`src/rtl/pll_seq_pkg.sv`:
```
//------------------------------------------------------------------------------
// Module   : pll_seq_pkg
// Brief    : Shared types and register map for the PLL reset sequencer.
// Revision : 1.0 - initial release
//------------------------------------------------------------------------------
`default_nettype none

package pll_seq_pkg;

  // Sequencer states; the encoding is visible in STATUS[7:4].
  typedef enum logic [3:0] {
    ST_ASSERT    = 4'd0,
    ST_WAIT_LOCK = 4'd1,
    ST_STABLE    = 4'd2,
    ST_RELEASE   = 4'd3,
    ST_RUN       = 4'd4
  } state_e;

  // Register addresses
  localparam logic [2:0] ADDR_STATUS  = 3'd0;
  localparam logic [2:0] ADDR_CONTROL = 3'd1;

  // STATUS bit positions
  localparam int STAT_RUNNING   = 0;
  localparam int STAT_LOCK      = 1;
  localparam int STAT_TIMEOUT   = 2;
  localparam int STAT_STATE_LSB = 4;
  localparam int STAT_LOSS_LSB  = 8;

  // CONTROL bit positions
  localparam int CTRL_PLL_RESET   = 0;
  localparam int CTRL_HOLD        = 1;
  localparam int CTRL_CLEAR_STATS = 2;

  // Largest of four values; sizes the shared cycle counter.
  function automatic int max4(input int a, input int b, input int c, input int d);
    int m;
    m = a;
    if (b > m) m = b;
    if (c > m) m = c;
    if (d > m) m = d;
    return m;
  endfunction

endpackage

`default_nettype wire

```
`src/rtl/sync_2ff.sv`:
```
//------------------------------------------------------------------------------
// Module   : sync_2ff
// Brief    : Two-flop synchronizer; both stages clear to 0 on areset_n.
// Revision : 1.0 - initial release
//------------------------------------------------------------------------------
`default_nettype none

module sync_2ff (
  input  logic clk,
  input  logic areset_n,
  input  logic d_i,
  output logic q_o
);

  logic meta_q;
  logic sync_q;

  // Two-stage capture of the asynchronous input.
  always_ff @(posedge clk or negedge areset_n) begin
    if (!areset_n) begin
      meta_q <= 1'b0;
      sync_q <= 1'b0;
    end else begin
      meta_q <= d_i;
      sync_q <= meta_q;
    end
  end

  assign q_o = sync_q;

endmodule

`default_nettype wire

```
`src/rtl/pll_reset_sequencer.sv`:
```
//------------------------------------------------------------------------------
// Module   : pll_reset_sequencer
// Brief    : Owns the PLL areset/lock handshake and releases per-domain resets
//            in order once lock is stable. Avalon-MM STATUS/CONTROL registers.
// Options  : PLL_SEQ_WATCHDOG_EN - WAIT_LOCK timeout with sticky status bit.
// Revision : 1.0 - initial release
//------------------------------------------------------------------------------
`default_nettype none

module pll_reset_sequencer #(
  parameter int PLL_RST_CYCLES = 16,
  parameter int LOCK_STABLE    = 64,
  parameter int STAGE_GAP      = 8,
  parameter int NUM_DOMAINS    = 3,
  parameter int LOCK_TIMEOUT   = 4096
) (
  input  logic                   clk,
  input  logic                   areset_n,
  input  logic [2:0]             address,
  input  logic                   chipselect,
  input  logic                   read,
  input  logic                   write,
  input  logic [15:0]            writedata,
  output logic [15:0]            readdata,
  input  logic                   pll_locked,
  output logic                   pll_areset,
  output logic [NUM_DOMAINS-1:0] domain_rst_n,
  output logic                   resetrequest
);

  import pll_seq_pkg::*;

  // One counter serves every timed state; size it for the longest interval.
  localparam int CNT_MAX = max4(PLL_RST_CYCLES, LOCK_STABLE, STAGE_GAP, LOCK_TIMEOUT);
  localparam int CNT_W   = $clog2(CNT_MAX + 1);

  localparam logic [CNT_W-1:0] RST_LAST    = CNT_W'(PLL_RST_CYCLES - 1);
  localparam logic [CNT_W-1:0] STABLE_LAST = CNT_W'(LOCK_STABLE - 1);
  localparam logic [CNT_W-1:0] GAP_LAST    = CNT_W'(STAGE_GAP - 1);
`ifdef PLL_SEQ_WATCHDOG_EN
  localparam logic [CNT_W-1:0] TMO_LAST    = CNT_W'(LOCK_TIMEOUT - 1);
`endif

  state_e                 state_q, state_d;
  logic [CNT_W-1:0]       cnt_q, cnt_d;
  logic [NUM_DOMAINS-1:0] dom_q, dom_d;
  logic [7:0]             loss_q, loss_d;
  logic                   timeout_q, timeout_d;
  logic                   hold_q, hold_d;
  logic                   lock_s;
  logic                   loss_evt;

  logic                   wr_ctrl;
  logic                   sw_rst;
  logic                   clr_stats;
  logic [NUM_DOMAINS-1:0] dom_shift;
  logic                   unused_wdata;

  sync_2ff u_lock_sync (
    .clk      (clk),
    .areset_n (areset_n),
    .d_i      (pll_locked),
    .q_o      (lock_s)
  );

  assign wr_ctrl      = chipselect && write && (address == ADDR_CONTROL);
  assign sw_rst       = wr_ctrl && writedata[CTRL_PLL_RESET];
  assign clr_stats    = wr_ctrl && writedata[CTRL_CLEAR_STATS];
  assign dom_shift    = (dom_q << 1) | NUM_DOMAINS'(1);
  assign unused_wdata = ^writedata[15:3];

  // State, counters and control/status registers.
  always_ff @(posedge clk or negedge areset_n) begin
    if (!areset_n) begin
      state_q   <= ST_ASSERT;
      cnt_q     <= '0;
      dom_q     <= '0;
      loss_q    <= '0;
      timeout_q <= 1'b0;
      hold_q    <= 1'b0;
    end else begin
      state_q   <= state_d;
      cnt_q     <= cnt_d;
      dom_q     <= dom_d;
      loss_q    <= loss_d;
      timeout_q <= timeout_d;
      hold_q    <= hold_d;
    end
  end

  // Sequencing: next state, domain releases, loss counting, software reset.
  always_comb begin
    state_d   = state_q;
    cnt_d     = cnt_q;
    dom_d     = dom_q;
    loss_d    = loss_q;
    timeout_d = timeout_q;
    hold_d    = wr_ctrl ? writedata[CTRL_HOLD] : hold_q;
    loss_evt  = 1'b0;

    case (state_q)
      ST_ASSERT: begin
        dom_d = '0;
        if (cnt_q == RST_LAST) begin
          state_d = ST_WAIT_LOCK;
          cnt_d   = '0;
        end else begin
          cnt_d = cnt_q + CNT_W'(1);
        end
      end
      ST_WAIT_LOCK: begin
        if (lock_s) begin
          // The cycle that ends the wait already counts as one locked cycle.
          state_d = ST_STABLE;
          cnt_d   = CNT_W'(1);
        end else begin
`ifdef PLL_SEQ_WATCHDOG_EN
          if (cnt_q == TMO_LAST) begin
            state_d   = ST_ASSERT;
            cnt_d     = '0;
            timeout_d = 1'b1;
          end else begin
            cnt_d = cnt_q + CNT_W'(1);
          end
`endif
        end
      end
      ST_STABLE: begin
        if (!lock_s) begin
          state_d = ST_WAIT_LOCK;
          cnt_d   = '0;
        end else if (cnt_q >= STABLE_LAST) begin
          state_d = (NUM_DOMAINS == 1) ? ST_RUN : ST_RELEASE;
          dom_d   = NUM_DOMAINS'(1);
          cnt_d   = '0;
        end else begin
          cnt_d = cnt_q + CNT_W'(1);
        end
      end
      ST_RELEASE: begin
        if (!lock_s) begin
          loss_evt = 1'b1;
        end else if (!hold_q) begin
          if (cnt_q == GAP_LAST) begin
            cnt_d = '0;
            dom_d = dom_shift;
            if (&dom_shift) state_d = ST_RUN;
          end else begin
            cnt_d = cnt_q + CNT_W'(1);
          end
        end
      end
      ST_RUN: begin
        if (!lock_s) loss_evt = 1'b1;
      end
      default: begin
        state_d = ST_ASSERT;
        cnt_d   = '0;
        dom_d   = '0;
      end
    endcase

    if (loss_evt) begin
      state_d = ST_ASSERT;
      cnt_d   = '0;
      dom_d   = '0;
    end

    // A software reset overrides a coincident lock loss and is not counted.
    if (loss_evt && !sw_rst && (loss_q != 8'hFF)) loss_d = loss_q + 8'd1;

    if (sw_rst) begin
      state_d = ST_ASSERT;
      cnt_d   = '0;
      dom_d   = '0;
    end

    if (clr_stats) begin
      loss_d    = '0;
      timeout_d = 1'b0;
    end
  end

  assign pll_areset   = (state_q == ST_ASSERT);
  assign domain_rst_n = dom_q;
  assign resetrequest = ~&dom_q;

  // Zero-wait register read mux; reads have no side effects.
  always_comb begin
    readdata = '0;
    if (chipselect && read) begin
      case (address)
        ADDR_STATUS: begin
          readdata[STAT_RUNNING]           = (state_q == ST_RUN);
          readdata[STAT_LOCK]              = lock_s;
          readdata[STAT_TIMEOUT]           = timeout_q;
          readdata[STAT_STATE_LSB +: 4]    = state_q;
          readdata[STAT_LOSS_LSB +: 8]     = loss_q;
        end
        ADDR_CONTROL: begin
          readdata[CTRL_HOLD] = hold_q;
        end
        default: readdata = '0;
      endcase
    end
  end

endmodule

`default_nettype wire
```
`config.mk`:
```
export PLATFORM = sky130hd
export DESIGN_NAME = pll_reset_sequencer
export DESIGN_NICKNAME = d
export VERILOG_FILES = /design/src/rtl/pll_seq_pkg.sv /design/src/rtl/sync_2ff.sv /design/src/rtl/pll_reset_sequencer.sv
export SDC_FILE = /design/constraint.sdc
export NUM_CORES = 1
export LEC_CHECK = 0
export BUFFER_PORTS_ARGS = -buffer_cell sky130_fd_sc_hd__buf_2
export CORE_AREA = 2 2 61 63
export CTS_CLUSTER_SIZE = 24
export DETAILED_ROUTE_END_ITERATION = 10
export DIE_AREA = 0 0 63 65
export GPL_TIMING_DRIVEN = 0
export PLACE_DENSITY_LB_ADDON = 0.2
export SYNTH_ARGS = -nofsm -noshare
export SYNTH_HDL_FRONTEND = slang
export SYNTH_SLANG_ARGS = --single-unit
```
`constraint.sdc`:
```
create_clock -name clk -period 4.8 [get_ports clk]
set_input_delay 0.96 -clock clk [delete_from_list [all_inputs] [get_ports clk]]
set_output_delay 0.96 -clock clk [all_outputs]
set_load 0.005 [all_outputs]
```
==> flow_summary.yaml, run 1 <==
run_status:
  status: "finished clean"
critical_path:
  reg2reg_from: "cnt_q[10]$_DFFE_PN0P_"
  endpoint_kind: "primary output"
  cp.arrival_ns: 2.03
  worstPathRequired_ns: 3.84
  cp_max_fo: 10
  ff2ff_path_depth: 6
  critical_path_class: "primary input to primary output"
  rr_endpoint: "cnt_q[6]$_DFFE_PN0P_"
  setup.worst_path.start_class: "primary input"
  rrSetupSlack_ns: 2.46
global_route:
  grt_max_degree: 31
  grt_pass1_vias: 1586
  grtUsageTotal: 0.212
  grt_pass1_wl_um: 6950
  overflow: 0
  antenna_found_initial: 0
worst_hold_path:
  hp-class: "flip-flop to flip-flop"
  holdPathStages: 0
  holdPathEnd: "u_lock_sync.q_o$_DFF_PN0_"
  hold_start: "u_lock_sync.meta_q$_DFF_PN0_"
clock_tree:
  clk_pin_slew_ns: 0.10
  root_buffer: "clkbuf_4"
  cts_tree: "built"
  cts_setup_buffers: 0
  cts.path.max_buffers: 2
  cts_buffers: 5
  clock_latency_ns: 0.33
  cts.sinks: 30
  htreeDepth: 2
  holdBufCountCts: 0
  cts_resized: 0
timing:
  finalCritPeriodShare: 0.622
  fmax_ghz: 0.335
  rsz0062_at_grt: "no"
  finalSetupTns_ns: 0
  max_slew_margin: 0.405
  fin_skew_ns: 0.0139
  worstMarginPinSlew_ns: 0.886
  finalSetupViolCount: 0
  post-route-min-period_ns: 2.99
  slew_violations: 0
  timing.final.hold_violations: 0
pwr:
  p_total_uw: 988
  powerDensity_nw_per_um2: 447
  p_leak_nw: 1.06
  ir_worst_vdd_v: 0.000195
detailed_routing:
  num_vias: 1737
  highest-signal-layer: "met4"
  remaining_drc_errors: 0
  wl_met3_um: 194
  ant_nets: 0
  drtIter0Drc: 131
  via_per_inst: 5.57
  wl_per_cell_um: 12.8
  routedLengthMet1_um: 1880
  wirelength_um: 3990
  drtPass1Iterations: 4
  wl_met2_um: 1860
job:
  maxCapViolations: 0
floorplan:
  io_pins: 46
  core_um2: 3500
  die_y_um: 65
  die_area_um2: 4100
  rows: 22
  initial_utilization: 0.554
  die_w_um: 63
yosys:
  synth_warnings: 0
  synth-main-ff-cell: "dfrtp_1"
  syn_inst: 225
  syn_avg_cell_area_um2: 8.61
  yosysSeqAreaShare: 0.387
  async_reset_ff_frac: 1.00
  synth-seq-cells: 30
  ys_types: 50
  synth_area_um2: 1940
  synth_edf_count: 0
placement:
  port_buffers: 29
  dp_hpwl_um: 2970
  place.gp.congestion: 0.871
finish:
  diodes: 0
  nets: 290
  drive_gt1_frac: 0.189
  syn_to_final_growth_pct: 14.1
==> worst max-delay path, cell delays in order <==
cell and delay [ns]:
buf_2 0.11, nor2_1 0.13, nand3_1 0.13, nor2_1 0.13, clkbuf_1 0.29, and2_1 0.17
buf_2 0.10
==> registers in the layout, summed over array words and instances, names as in the netlist <==
register            count
cnt_q                  13
u_lock_sync.q_o         1
domain_rst_n            3
state_q                 3
u_lock_sync.meta_q      1
hold_q                  1
loss_q                  8
==> worst max-delay path by stage <==
stage               slack [ns]  startpoint           end  cells past startpoint
floorplan                 2.19  address[1]  readdata[10]                      5
global placement          1.83  address[1]  readdata[13]                      7
detailed placement        1.80  address[1]  readdata[10]                      7
CTS                       1.80  address[1]  readdata[15]                      7
global route              1.60  address[1]   readdata[8]                      7
finish                    1.81  address[1]  readdata[14]                      7
==> metal layers <==
layer | GRT usage | vias up
met5 | 0 | -
li1 | - | 885
met2 | 0.344 | 40
met4 | 0.0833 | 0
met3 | 0.0521 | 9
met1 | 0.273 | 803
==> metrics by stage <==
stage | cells | setup slack [ns] | hold slack, ns | cell area [um^2] | util
2_1_floorplan | 227 | 2.19 | 0.331 | 1950 | -
3_3_place_gp | 304 | 1.83 | 0.331 | 2150 | 0.615
3_5_place_dp | 304 | 1.80 | 0.336 | 2150 | 0.615
4_1_cts | 312 | 1.80 | 0.369 | 2210 | 0.632
5_1_grt | 312 | 1.60 | 0.402 | 2210 | 0.632
6_report | 312 | 1.81 | 0.365 | 2210 | 0.632
==> cell type report <==
class | count | area [um^2]
clock inverter | 1 | 5.00
fill | 310 | 1280
timing repair buffer | 29 | 145
multi-input combinational | 174 | 1090
clock buffer | 7 | 55.1
tap | 48 | 60.1
buffer | 13 | 71.3
inverter | 10 | 37.5
sequential | 30 | 751
==> synth_stat cells (4+ instances only) <==
cell       count  area, um^2
nor2_1        19        71.3
nand3_1       13        65.1
a31oi_1        7        43.8
and3_1         9        56.3
nor3_1         7        35.0
dfrtp_1       30         751
a21oi_1       12        60.1
nand2_1       16        60.1
nor2b_1        6        37.5
o2bb2ai_1      4        35.0
clkbuf_1       6        22.5
mux2i_1        4        40.0
and2_1        11        68.8
o21ai_0       11        55.1
xnor2_1        4        35.0
a22o_1         4        35.0
or3_1          7        43.8
inv_1         10        37.5
==> where the power goes <==
part / internal (mW) / total [mW] / switching, mW
logic: 0.190 / 0.452 / 0.262
registers: 0.311 / 0.378 / 0.0670
clock network: 0.0709 / 0.158 / 0.0869
==> cell usage in the layout, fill, tap and decap left out, types with 2 or more instances in the layout <==
| cell | n |
|---|---|
| buf_2 | 32 |
| dfrtp_1 | 30 |
| nor2_1 | 19 |
| nand2_1 | 16 |
| nand3_1 | 13 |
| a21oi_1 | 12 |
| and2_1 | 11 |
| o21ai_0 | 11 |
| inv_1 | 10 |
| and3_1 | 9 |
| clkbuf_1 | 7 |
| nor3_1 | 7 |
| or3_1 | 7 |
| a31oi_1 | 7 |
| nor2b_1 | 6 |
| clkbuf_4 | 5 |
| mux2i_1 | 4 |
| xnor2_1 | 4 |
| a22o_1 | 4 |
| o2bb2ai_1 | 4 |
| nand4_1 | 3 |
| buf_4 | 3 |
| conb_1 | 3 |
| xor2_1 | 2 |
| nor4_1 | 2 |
| a21o_1 | 2 |
| o211a_1 | 2 |
| a41oi_1 | 2 |
| nand2b_1 | 2 |
| ha_1 | 2 |
==> kinds of logic (layout without fill, tap and decap cells) <==
group                      count (synthesis)  count (layout)  share of synthesized area
and+or+nand+nor                          106             106                      0.309
buffers and inverters                     23              60                     0.0562
muxes                                      5               5                     0.0265
AOI/OAI and AO/OA                         52              52                      0.179
adders and majority gates                  2               2                     0.0129
xor gates and xnor gates                   6               6                     0.0271
DFF                                       30              30                      0.387
other                                      1               3                    0.00193
(Power assumes the default switching activity.)
==> run 2, diff against run 1 <==
--- a/config.mk
+++ b/config.mk
@@ -6,10 +6,10 @@
 export NUM_CORES = 1
 export LEC_CHECK = 0
 export BUFFER_PORTS_ARGS = -buffer_cell sky130_fd_sc_hd__buf_2
-export CORE_AREA = 2 2 61 63
+export CORE_AREA = 2 2 64 66
 export CTS_CLUSTER_SIZE = 24
 export DETAILED_ROUTE_END_ITERATION = 10
-export DIE_AREA = 0 0 63 65
+export DIE_AREA = 0 0 66 68
 export GPL_TIMING_DRIVEN = 0
 export PLACE_DENSITY_LB_ADDON = 0.2
 export SYNTH_ARGS = -nofsm -noshare
==> constraint.sdc (replaced) <==
create_clock -name clk -period 2.93 [get_ports clk]
set_input_delay 0.586 -clock clk [delete_from_list [all_inputs] [get_ports clk]]
set_output_delay 0.586 -clock clk [all_outputs]
set_load 0.005 [all_outputs]
==> flow_summary.yaml, run 2 (synthesis gave the netlist of run 1 again) <==
floorplan:
  core_um2: 3860
  io_pins: 46
  die_area_um2: 4490
  initial_utilization: 0.503
  die_w_um: 66
  die_y_um: 68
  rows: 23
detailed_routing:
  wl_per_cell_um: 13.7
  drtPass1Iterations: 6
  wirelength_um: 4290
  drtIter0Drc: 164
  via_per_inst: 5.66
  remaining_drc_errors: 0
  ant_nets: 0
  num_vias: 1776
pwr:
  seqPwrFrac: 0.347
  p_switching_uw: 720
  clockPowerShare: 0.228
  pwr-share-comb: 0.425
  p_leak_nw: 1.08
  p_total_mw: 1.79
  swShare: 0.402
  power.internal_mw: 1.07
  powerDensity_nw_per_um2: 792
  ir_worst_vdd_v: 0.000419
placement:
  dp_hpwl_um: 3060
  dp_slack_ns: 0.268
  place.gp.congestion: 0.859
  port_buffers: 29
  dp_cells: 306
  place_area_um2: 2150
critical_path:
  critical_path_class: "primary input to flip-flop"
  setup.worst_path.start_class: "primary input"
  worst-path-buf-inv: 1
  cp.arrival_ns: 2.61
  endpoint_kind: "flip-flop"
  worstPathRequired_ns: 3.10
  cp_max_fo: 8
  path_cells: "buf_2 -> nand4_1 -> nor3_1 -> nor2_1 -> o211ai_1 -> o21ai_0 -> a22o_1"
  crit_family: "simple AND/OR/NAND/NOR gates"
  slowest_stage: "nor3_1"
  critPathMaxStageDelay_ns: 0.74
finish:
  mostFrequentLayoutCells: "32 x buf_2, 30 x dfrtp_1, 19 x nor2_1, 16 x nand2_1, 13 x nand3_1"
  final_cells: 314
  largest_register_ff_count: 13
  fill_cells: 349
  largest_register: "cnt_q"
  reg_top3: "cnt_q x13, loss_q x8"
  nets: 290
  syn_to_final_growth_pct: 16.7
  stdcell_area_um2: 2260
  final_common_cell: "buf_2"
  drive_gt1_frac: 0.193
  diodes: 0
timing:
  rsz0062_at_grt: "no"
  timing.final.hold_violations: 0
  finalSetupViolCount: 0
  finalSetupTns_ns: 0
  worstMarginPinSlew_ns: 0.955
  slew_violations: 0
  finalCritPeriodShare: 0.835
  fin_skew_ns: 0.00325
  post-route-min-period_ns: 2.45
  fmax_ghz: 0.409
  max_slew_margin: 0.358
  setup_ws_ns: 0.482
clock_tree:
  htreeDepth: 2
  holdBufCountCts: 0
  cts.path.max_buffers: 2
  cts.sinks: 30
  cts_setup_buffers: 0
  clk_pin_slew_ns: 0.07
  root_buffer: "clkbuf_8"
  cts_tree: "built"
  cts_resized: 0
  cts_buffers: 5
  clock_latency_ns: 0.28
global_route:
  grtUsageTotal: 0.209
  overflow: 0
  grt_pass1_wl_um: 7230
  antenna_found_initial: 0
  grt_max_degree: 31
  grt_pass1_vias: 1580
run_status:
  status: "finished clean"
job:
  maxCapViolations: 0
worst_hold_path:
  hp-class: "primary input to asynchronous set/reset pin"
-- run 2: cell types whose count changed in the layout (fill, tap and decap cells not counted), sizes merged --
cell / delta
bufinv: +1
clkbuf: -2
clkinv: +1
-- run 2: final cells by class --
class / instances / area, um^2 / area share
repair buffers: 29 / 145 / 0.0642
well taps: 50 / 62.6 / 0.0277
flip-flops and latches: 30 / 751 / 0.332
clock buffers: 5 / 68.8 / 0.0304
clock inverters: 3 / 40.0 / 0.0177
multi-input cells: 174 / 1090 / 0.480
plain buffers: 13 / 71.3 / 0.0315
inverters: 10 / 37.5 / 0.0166
-- run 2: stage by stage --
step / utilization / hold WS, ns
floorplan: - / 0.290
global placement: 0.558 / 0.335
detailed placement: 0.558 / 0.339
CTS: 0.587 / 0.354
global route: 0.587 / 0.358
finish: 0.587 / 0.342
-- run 2: worst paths after layout --
| check | startpoint | end | slack (ns) | cells after the start |
|---|---|---|---|---|
| setup / recovery | address[0] | cnt_q[6]$_DFFE_PN0P_ | 0.48 | 7 |
| hold / removal | areset_n | state_q[0]$_DFFE_PN0P_ | 0.34 | 1 |
| setup reg to reg | cnt_q[10]$_DFFE_PN0P_ | cnt_q[6]$_DFFE_PN0P_ | 0.51 | 6 |
| hold reg to reg | u_lock_sync.meta_q$_DFF_PN0_ | u_lock_sync.q_o$_DFF_PN0_ | 0.35 | 0 |
| max in group asynchronous | areset_n | loss_q[0]$_DFFE_PN0P_ | 2.13 | 1 |
| min in group clk | u_lock_sync.meta_q$_DFF_PN0_ | u_lock_sync.q_o$_DFF_PN0_ | 0.35 | 0 |
-- run 2: worst reg2reg max path: stages, from the launching register on --
cell	delay, ns
dfrtp_1	0.41
or4_4	0.55
nor3_2	0.21
a311oi_1	0.14
o211ai_1	0.57
o21ai_0	0.22
a22o_1	0.21
-- run 2: per-layer routing --
layer / part of all wire / wire length [um] / up-vias / GRT usage
met2: 0.46 / 1980 / 44 / 0.343
li1: - / - / 883 / -
met3: 0.044 / 187 / 5 / 0.0493
met4: 0.012 / 52 / 0 / 0.0612
met1: 0.48 / 2070 / 844 / 0.275
met5: 0 / 0 / - / 0
-- run 2: power groups by stage --
stage               combinational [mW]  sequential (mW)  clock [mW]
finish                           0.762            0.622       0.408
global route                     0.855            0.642       0.436
CTS                              0.756            0.621       0.418
detailed placement               0.751            0.629           0
global placement                 0.741            0.623           0
floorplan                        0.597            0.598           0
